`src/rtl/fifo_tx_serializer.sv`:
```
// -----------------------------------------------------------------------------
// fifo_tx_serializer
//
// Read-side consumer of a synchronous FIFO. Pops one word at a time and
// serialises it onto a UART-style line: start bit (0), DATA_WIDTH data bits
// MSB-first, optional even-parity bit, stop bit (1). Every line bit is held
// for CLKS_PER_BIT clock cycles. All outputs are registered.
//
// Optional feature: define FIFO_TX_PARITY_EN to insert an even-parity bit
// (XOR of all data bits) between the last data bit and the stop bit.
//
// Ports:
//   clk           in   system clock, rising edge
//   rst_n         in   asynchronous active-low reset
//   tx_en         in   permission to start new frames
//   fifo_empty    in   FIFO empty flag
//   fifo_data_out in   FIFO read data, valid the cycle after fifo_rd_en
//   fifo_rd_en    out  FIFO pop strobe (one cycle per word)
//   tx_out        out  serial line, idles high
//   busy          out  high whenever the FSM is not idle
//   tx_done       out  one-cycle pulse on the last cycle of the stop bit
//   word_cnt      out  completed frames, wraps modulo 2^CNT_WIDTH
// -----------------------------------------------------------------------------
module fifo_tx_serializer #(
  parameter int DATA_WIDTH   = 16,
  parameter int CLKS_PER_BIT = 4,
  parameter int CNT_WIDTH    = 16
) (
  input  logic                  clk,
  input  logic                  rst_n,
  input  logic                  tx_en,
  input  logic                  fifo_empty,
  input  logic [DATA_WIDTH-1:0] fifo_data_out,
  output logic                  fifo_rd_en,
  output logic                  tx_out,
  output logic                  busy,
  output logic                  tx_done,
  output logic [CNT_WIDTH-1:0]  word_cnt
);

  // Counter widths are kept at least one bit so CLKS_PER_BIT=1 still elaborates.
  localparam int BAUD_W = (CLKS_PER_BIT > 1) ? $clog2(CLKS_PER_BIT) : 1;
  localparam int BIT_W  = (DATA_WIDTH > 1) ? $clog2(DATA_WIDTH) : 1;
  localparam logic [BAUD_W-1:0] BAUD_LAST = BAUD_W'(CLKS_PER_BIT - 1);
  localparam logic [BIT_W-1:0]  BIT_LAST  = BIT_W'(DATA_WIDTH - 1);

  typedef enum logic [2:0] {
    IDLE,
    POP,
    LOAD,
    START,
    DATA,
    STOP
`ifdef FIFO_TX_PARITY_EN
    , PARITY
`endif
  } state_t;

  state_t                state_reg, state_next;
  logic [BAUD_W-1:0]     baud_reg, baud_next;
  logic [BIT_W-1:0]      bit_reg, bit_next;
  logic [DATA_WIDTH-1:0] shift_reg, shift_next;
  logic                  tx_out_reg, tx_out_next;
  logic                  rd_en_reg, rd_en_next;
  logic                  busy_reg, busy_next;
  logic                  done_reg, done_next;
  logic [CNT_WIDTH-1:0]  word_cnt_reg, word_cnt_next;
  logic                  baud_last;
`ifdef FIFO_TX_PARITY_EN
  logic                  parity_reg, parity_next;
`endif

  assign baud_last = (baud_reg == BAUD_LAST);

  always_comb begin
    state_next  = state_reg;
    baud_next   = baud_reg;
    bit_next    = bit_reg;
    shift_next  = shift_reg;
    tx_out_next = tx_out_reg;
    rd_en_next  = 1'b0;
`ifdef FIFO_TX_PARITY_EN
    parity_next = parity_reg;
`endif
    case (state_reg)
      IDLE: begin
        tx_out_next = 1'b1;
        // Only pop when the FIFO reports data, so underflow is impossible.
        if (tx_en && !fifo_empty) begin
          state_next = POP;
          rd_en_next = 1'b1;
        end
      end
      POP: state_next = LOAD;
      LOAD: begin
        // FIFO read data is valid exactly now; capture it and start the frame.
        shift_next  = fifo_data_out;
`ifdef FIFO_TX_PARITY_EN
        parity_next = ^fifo_data_out;
`endif
        baud_next   = '0;
        tx_out_next = 1'b0;
        state_next  = START;
      end
      START: begin
        if (baud_last) begin
          baud_next   = '0;
          bit_next    = '0;
          tx_out_next = shift_reg[DATA_WIDTH-1];
          state_next  = DATA;
        end else begin
          baud_next = baud_reg + BAUD_W'(1);
        end
      end
      DATA: begin
        if (baud_last) begin
          baud_next = '0;
          if (bit_reg == BIT_LAST) begin
`ifdef FIFO_TX_PARITY_EN
            tx_out_next = parity_reg;
            state_next  = PARITY;
`else
            tx_out_next = 1'b1;
            state_next  = STOP;
`endif
          end else begin
            bit_next    = bit_reg + BIT_W'(1);
            shift_next  = shift_reg << 1;
            // Next bit on the line is the one that becomes MSB after the shift.
            tx_out_next = shift_reg[DATA_WIDTH-2];
          end
        end else begin
          baud_next = baud_reg + BAUD_W'(1);
        end
      end
`ifdef FIFO_TX_PARITY_EN
      PARITY: begin
        if (baud_last) begin
          baud_next   = '0;
          tx_out_next = 1'b1;
          state_next  = STOP;
        end else begin
          baud_next = baud_reg + BAUD_W'(1);
        end
      end
`endif
      STOP: begin
        if (baud_last) begin
          baud_next   = '0;
          tx_out_next = 1'b1;
          state_next  = IDLE;
        end else begin
          baud_next = baud_reg + BAUD_W'(1);
        end
      end
      default: begin
        tx_out_next = 1'b1;
        state_next  = IDLE;
      end
    endcase
    // Registered pulse: high during the cycle in which STOP holds its last baud count.
    done_next     = (state_next == STOP) && (baud_next == BAUD_LAST);
    word_cnt_next = word_cnt_reg + CNT_WIDTH'(done_next);
    busy_next     = (state_next != IDLE);
  end

  always_ff @(posedge clk or negedge rst_n) begin
    if (!rst_n) begin
      state_reg    <= IDLE;
      baud_reg     <= '0;
      bit_reg      <= '0;
      shift_reg    <= '0;
      tx_out_reg   <= 1'b1;
      rd_en_reg    <= 1'b0;
      busy_reg     <= 1'b0;
      done_reg     <= 1'b0;
      word_cnt_reg <= '0;
`ifdef FIFO_TX_PARITY_EN
      parity_reg   <= 1'b0;
`endif
    end else begin
      state_reg    <= state_next;
      baud_reg     <= baud_next;
      bit_reg      <= bit_next;
      shift_reg    <= shift_next;
      tx_out_reg   <= tx_out_next;
      rd_en_reg    <= rd_en_next;
      busy_reg     <= busy_next;
      done_reg     <= done_next;
      word_cnt_reg <= word_cnt_next;
`ifdef FIFO_TX_PARITY_EN
      parity_reg   <= parity_next;
`endif
    end
  end

  assign fifo_rd_en = rd_en_reg;
  assign tx_out     = tx_out_reg;
  assign busy       = busy_reg;
  assign tx_done    = done_reg;
  assign word_cnt   = word_cnt_reg;

endmodule
```
`config.mk`:
```
export PLATFORM = sky130hd
export DESIGN_NAME = fifo_tx_serializer
export DESIGN_NICKNAME = d
export VERILOG_FILES = /design/src/rtl/fifo_tx_serializer.sv
export SDC_FILE = /design/constraint.sdc
export NUM_CORES = 1
export LEC_CHECK = 0
export ABC_AREA = 1
export BUFFER_PORTS_ARGS = -buffer_cell sky130_fd_sc_hd__clkbuf_2
export CAP_MARGIN = 20
export CORE_ASPECT_RATIO = 1.4
export CORE_MARGIN = 8
export CORE_UTILIZATION = 55
export DETAILED_ROUTE_END_ITERATION = 8
export PLACE_DENSITY = 0.79
export REMOVE_ABC_BUFFERS = 1
export SYNTH_ARGS = -nofsm -noshare
export SYNTH_HDL_FRONTEND = slang
export SYNTH_SLANG_ARGS = --single-unit
```
`constraint.sdc`:
```
create_clock -name clk -period 2.84 [get_ports clk]
set_input_delay 0.426 -clock clk [delete_from_list [all_inputs] [get_ports clk]]
set_output_delay 0.426 -clock clk [all_outputs]
set_load 0.01 [all_outputs]
```
==> qor.txt, run 1 <==
Outcome = complete, no violations
Clock tree buffer depth = 2
Remaining antenna violation count = 0
Top-count cell post-synth = nand2_1
Area grow syn2layout = 16.05%
Tot GR Track Use = 0.1470
Via/cell ratio = 4.951
Max_cap viols = 0
Remaining global-route overflow = 0
Post-synth EDFFs = 0
Clk slew on worst S/H paths = 0.09 ns
Ys Warns = 0
Final Cell Area = 2633 sq um
Worst clock skew = 0.01027 ns
H-tree levels = 2
CTS tree = done
Synth Register Bits = 45
Count of cell types in the netlist = 23
Reg2reg path depth = 15
N_diodes = 0
DR DRC count = 0
Avg Cell Area, Syn = 7.664 sq um
Mapped Area = 2268 sq um
Die Area = 6465 sq um
Final wirelength = 4594 um
HPWL Detailed = 3326 um
Final Slew Violations = 0
Post-route core utilization = 0.6660
Critical path launch point type = flip-flop
Initial antenna violation count = 0
Cell Area, Placed = 2497 sq um
Ports = 40
WP data required = 3.04 ns
CP endpoint kind = flip-flop
Fin. Hold Viols = 0
Core ar. = 3953 sq um
IO Port Bufs = 39
Max_slew headroom = 0.6367
Maximum vdd drop = 0.4845 mV
Pwr Density = 445.4 nW/um^2
Die Span X = 70.28 um
WP data arrival = 2.79 ns
Ys async rst share = 1.000
Leak = 1.474 nW
Final setup TNS = 0 ns
Synth cell count leaders = 142 x nand2_1, 44 x dfrtp_1, 28 x nor2_1, 18 x inv_1, 17 x nand3_1
Clock sink count = 45
Detailed Routing Iterations Pass 1 = 5
Inst Count DP = 375
Crit Path Class = reg2reg
HP Class = in2async
Critical R2R Launch = baud_reg[0]
Area leader, netlist = dfrtp_1
Post-layout worst setup margin = 0.2433 ns
Fmax achieved = 385.1 MHz
Yosys top cell area share = 0.4854
Die height = 91.99 um
Fill cells = 348
Worst Tran Pin Value = 0.5449 ns
Max FO, Critical Path = 5
Synth top area cells = dfrtp_1 49%, nand2_1 23%, nor2_1 4.6%
R2r endpoint = word_cnt[10]
Final Non-Filler Cells = 384
Tcrit/Tclk final = 0.9143
Sequential fraction of the synthesis area = 0.4970
Largest net degree at the start of global routing = 46
Gate Count Post-Synth = 296
Final setup violation count = 0
Share of layout cells above drive strength 1 = 0.1760
Via count = 1901
CTS buffer count = 5
Min Tclk post-route = 2.597 ns
Clk_lat worst skew = 0.30 ns
Row cnt = 27
Nets = 364
Starting Density = 0.5739
Dpl ws = 0.2533 ns
Clock root cell = clkbuf_8
First-pass GRT wire length = 7948 um
Drt wl/cell = 11.96 um
Iter 0 DRT Violations = 80
Vias in the first global route = 1851
R2r setup slk = 0.24 ns
Most used flip-flop cell after synthesis = dfrtp_1
Routability cong. = 0.8543
## routing by layer
metal / global-route usage / up-vias / share of wire
met5: 0 / - / 0
met4: 0.06050 / 0 / 0.014
met3: 0.03991 / 7 / 0.032
met2: 0.2498 / 24 / 0.49
met1: 0.1692 / 866 / 0.46
li1: - / 1004 / -
## cells by family after synthesis
| group | after synthesis | share of synthesized area |
|---|---|---|
| adders and majority gates | 4 | 0.02206 |
| and+or+nand+nor | 202 | 0.3613 |
| AOI/OAI and AO/OA | 7 | 0.02041 |
| buffers and inverters | 26 | 0.05295 |
| xor gates and xnor gates | 12 | 0.04633 |
| DFF | 45 | 0.4970 |
## critical path: stages, from the launching register on
cell and delay, ns:
dfrtp_1 0.41, ha_1 0.26, inv_1 0.18, nand4_1 0.21, inv_1 0.09, nor2_1 0.05
nor2_1 0.15, ha_1 0.23, ha_1 0.19, nand3_1 0.11, inv_1 0.10, nand3_1 0.16
nor2_2 0.18, nand2_1 0.07, nand2_1 0.05, nand2_1 0.04
## metrics by stage
stage,total power [mW],hold WS (ns)
final,1.172,0.1787
after global routing,1.220,0.2185
after CTS,1.187,0.1971
after detailed placement,0.6967,0.4648
after global placement,0.6959,0.4621
after floorplan,0.6681,0.1304
## timing repair
| item | 4_1_cts | 5_1_grt |
|---|---|---|
| hold endpoints to repair | 0 | 0 |
| endpoints found under the setup margin | 0 | 2 |
| hold buffers | 0 | 0 |
| setup buffers | 0 | 1 |
| resized for setup | 0 | 3 |
## power breakdown
| part | internal (mW) | switching (mW) |
|---|---|---|
| combinational | 0.0140 | 0.0200 |
| sequential | 0.646 | 0.00280 |
| clock | 0.263 | 0.227 |
## how the worst max path moves through the flow
| stage | startpoint | endpoint | slack [ns] |
|---|---|---|---|
| floorplan | state_reg[0] | word_cnt[10] | 0.19 |
| CTS | state_reg[0] | word_cnt[10] | 0.23 |
| detailed placement | state_reg[0] | word_cnt[10] | 0.25 |
| finish | baud_reg[0] | word_cnt[10] | 0.24 |
| global placement | state_reg[0] | word_cnt[10] | 0.36 |
| global route | baud_reg[0] | word_cnt[10] | -0.04 |
## cells in the final DEF (no fill, tap or decap), drive strengths merged
| cell type | Yosys | routed |
|---|---|---|
| nand3b | 1 | 1 |
| nor2 | 29 | 29 |
| nand2 | 145 | 145 |
| nor3 | 4 | 4 |
| o21ai | 6 | 6 |
| clkbuf | 0 | 44 |
| dfstp | 1 | 1 |
| xnor2 | 2 | 2 |
| nand3 | 17 | 17 |
| clkinvlp | 0 | 1 |
| buf | 6 | 4 |
| inv | 20 | 20 |
| xor2 | 10 | 10 |
| bufinv | 0 | 1 |
| nand4 | 5 | 5 |
| dfrtp | 44 | 44 |
| clkinv | 0 | 1 |
| a21oi | 1 | 1 |
| ha | 4 | 4 |
| nor3b | 1 | 1 |
## area by class of cell
class | count | area [sq um] | area share
Clock buffer | 5 | 68.82 | 0.02614
Multi-Input combinational cell | 225 | 1033 | 0.3926
Sequential cell | 45 | 1127 | 0.4282
Timing Repair Buffer | 43 | 225.2 | 0.08555
Inverter | 20 | 77.57 | 0.02947
Clock inverter | 3 | 46.29 | 0.01759
Tap cell | 43 | 53.80 | 0.02044
Power figures use the tool's default switching activity.
==> inputs of run 2 (changes only) <==
CORE_MARGIN = 4   (was 8)
==> qor.txt, run 2 (same netlist as run 1, synthesis figures left out) <==
Most common cell on crit path = nor2_1
Via/cell ratio = 5.065 (+2.3%)
Overall Power = 1.185 mW (+1.1%)
Clk slew on worst S/H paths = 0.09 ns (about the same)
Outcome = complete, no violations
Row cnt = 27 (unchanged)
Initial antenna violation count = 0 (unchanged)
DR DRC count = 0 (unchanged)
HP Class = in2async
Post-layout worst setup margin = 0.2174 ns (-0.02593 ns)
First-pass GRT wire length = 8245 um (+3.7%)
Final setup violation count = 0 (unchanged)
Die height = 83.99 um (-8.7%)
Final Slew Violations = 0 (unchanged)
CTS buffer count = 5 (unchanged)
RSZ-0062 raised after global routing = no
Number of buffers and inverters on the critical path = 2 (-1)
Min Tclk post-route = 2.623 ns (+0.02593 ns)
Clock power share = 0.424 (+0.006)
Core ar. = 3953 sq um (unchanged)
Final setup TNS = 0 ns (unchanged)
Fmax achieved = 381.3 MHz (-0.99%)
Final Hold Slack = 0.1838 ns (+0.005171 ns)
Area grow syn2layout = 15.83%
Fin. Hold Viols = 0 (unchanged)
Routability cong. = 0.8147 (-4.6%)
Dpl ws = 0.2383 ns (-0.01494 ns)
Tcrit/Tclk final = 0.9235 (+0.009129)
Vias in the first global route = 1931 (+4.3%)
Remaining global-route overflow = 0 (unchanged)
Inst Count DP = 375 (unchanged)
Int Pwr = 0.9457 mW (+2.5%)
CTS tree = done
Max FO, Critical Path = 10 (+5)
Max_cap viols = 0 (unchanged)
Clk_lat worst skew = 0.30 ns (about the same)
Die Span X = 62.28 um (-11%)
WP data required = 3.04 ns (about the same)
Starting Density = 0.5739 (unchanged)
H-tree levels = 2 (unchanged)
IO Port Bufs = 39 (unchanged)
Remaining antenna violation count = 0 (unchanged)
Largest net degree at the start of global routing = 46 (unchanged)
Ports = 40 (unchanged)
Leak = 1.473 nW (about the same)
CP delay by family, top = simple AND/OR/NAND/NOR gates
N_diodes = 0 (unchanged)
Worst Tran Pin Value = 0.5437 ns (-0.001270 ns)
Switch share = 0.2019 (-0.01086)
Pwr Density = 450.9 nW/um^2 (+1.3%)
Crit Path Class = reg2reg
Most frequent cells in the layout = 142 x nand2_1, 44 x dfrtp_1, 39 x clkbuf_2, 27 x nor2_1, 18 x inv_1
Worst clock skew = 0.008541 ns (-0.001732 ns)
WP data arrival = 2.82 ns (+0.03 ns)
Sequential Power Share = 0.547 (-0.006)
Clock root cell = clkbuf_8
Via count = 1945 (+2.3%)
Clock sink count = 45 (unchanged)
Slowest stage delay, CP = 0.46 ns (+0.05 ns)
Final wirelength = 4669 um (+1.6%)
Tot GR Track Use = 0.1900 (+0.04299)
CP Cell Sequence = nor2_2 -> nand2_2 -> inv_2 -> nand2_2 -> nor2_1 -> nor2_1 -> nor2_1 -> ha_1 -> ha_1 -> nand3_1 -> inv_1 -> nand3_1 -> nor2_1 -> nand2_1 -> nand2_1 -> nand2_1
Final Non-Filler Cells = 384 (unchanged)
Most common cell after layout, fill and taps aside = nand2_1
Sw power = 0.2392 mW (-4.1%)
CP endpoint kind = flip-flop
Iter 0 DRT Violations = 68 (-15%)
Fill cells = 345 (-0.86%)
Clock tree buffer depth = 2 (unchanged)
HPWL Detailed = 3221 um (-3.2%)
Nets = 364 (unchanged)
Die Area = 5230 sq um (-19%)
Maximum vdd drop = 0.4055 mV (-16%)
Detailed Routing Iterations Pass 1 = 4 (-1)
Share of layout cells above drive strength 1 = 0.1760 (unchanged)
Combinational share of power = 0.029 (about the same)
Critical path launch point type = flip-flop
Slowest-stage cell, CP = dfrtp_1
Max_slew headroom = 0.6376 (+0.0008470)
Drt wl/cell = 12.16 um (+1.6%)
-- run 2: cell types whose count changed in the layout (fill, tap and decap cells not counted) --
cell | previous run | this run
clkbuf_8 | 5 | 6
clkinv_4 | 1 | 0
nand2_2 | 1 | 2
nand2_4 | 2 | 1
nor2_2 | 1 | 2
nor2_4 | 1 | 0
-- run 2: power by group through the flow --
stage	sequential, mW	clock, mW	combinational [mW]
3_5_place_dp	0.661	0	0.0356
2_1_floorplan	0.661	0	0.00703
5_1_grt	0.650	0.541	0.0409
6_report	0.649	0.502	0.0342
3_3_place_gp	0.661	0	0.0349
4_1_cts	0.649	0.510	0.0358
-- run 2: worst paths after layout --
| kind | from | end | slack [ns] | cells after the start |
|---|---|---|---|---|
| worst max-delay path | state_reg[0] | word_cnt[10] | 0.22 | 16 |
| worst min-delay path | rst_n | word_cnt[15] | 0.18 | 2 |
| worst max register to register | state_reg[0] | word_cnt[10] | 0.22 | 16 |
| worst min register to register | shift_reg[1] | shift_reg[1] | 0.48 | 2 |
| max in group asynchronous | rst_n | tx_out | 2.27 | 2 |
| min in group clk | fifo_data_out[0] | shift_reg[0] | 0.39 | 3 |
-- run 2: worst reg2reg max path, delay by kind of cell, from the launching register on --
family | cells | cell delay, ns
buf+inv | 2 | 0.20
flops | 1 | 0.46
fa+ha+maj | 2 | 0.44
simple gates | 12 | 1.41
-- run 2: per-layer routing --
metal / wire, um / vias to the layer above / global-route usage
met3: 162 / 9 / 0.03639
li1: - / 1005 / -
met5: 0 / - / 0
met1: 2004 / 900 / 0.2270
met4: 86 / 0 / 0.05792
met2: 2416 / 31 / 0.3396
-- run 2: what timing repair did --
item,in CTS,in global routing
gates resized for setup,0,1
setup buffers,0,1
setup endpoints to repair,0,2
hold buffers,0,0
-- run 2: per-stage QoR --
| stage | instance area (sq um) | util |
|---|---|---|
| after floorplan | 2226 | - |
| after global placement | 2497 | 0.6318 |
| after detailed placement | 2497 | 0.6318 |
| after CTS | 2618 | 0.6622 |
| after global routing | 2628 | 0.6648 |
| final | 2628 | 0.6648 |
-- run 2: area by class of cell --
cell class	count	area (sq um)	share of cell area
multi-input cells	225	1023	0.3895
clock inverters	2	37.54	0.01429
well taps	43	53.80	0.02048
inverters	20	77.57	0.02952
repair buffers	43	225.2	0.08571
clock buffers	6	82.58	0.03143
flip-flops and latches	45	1127	0.4290
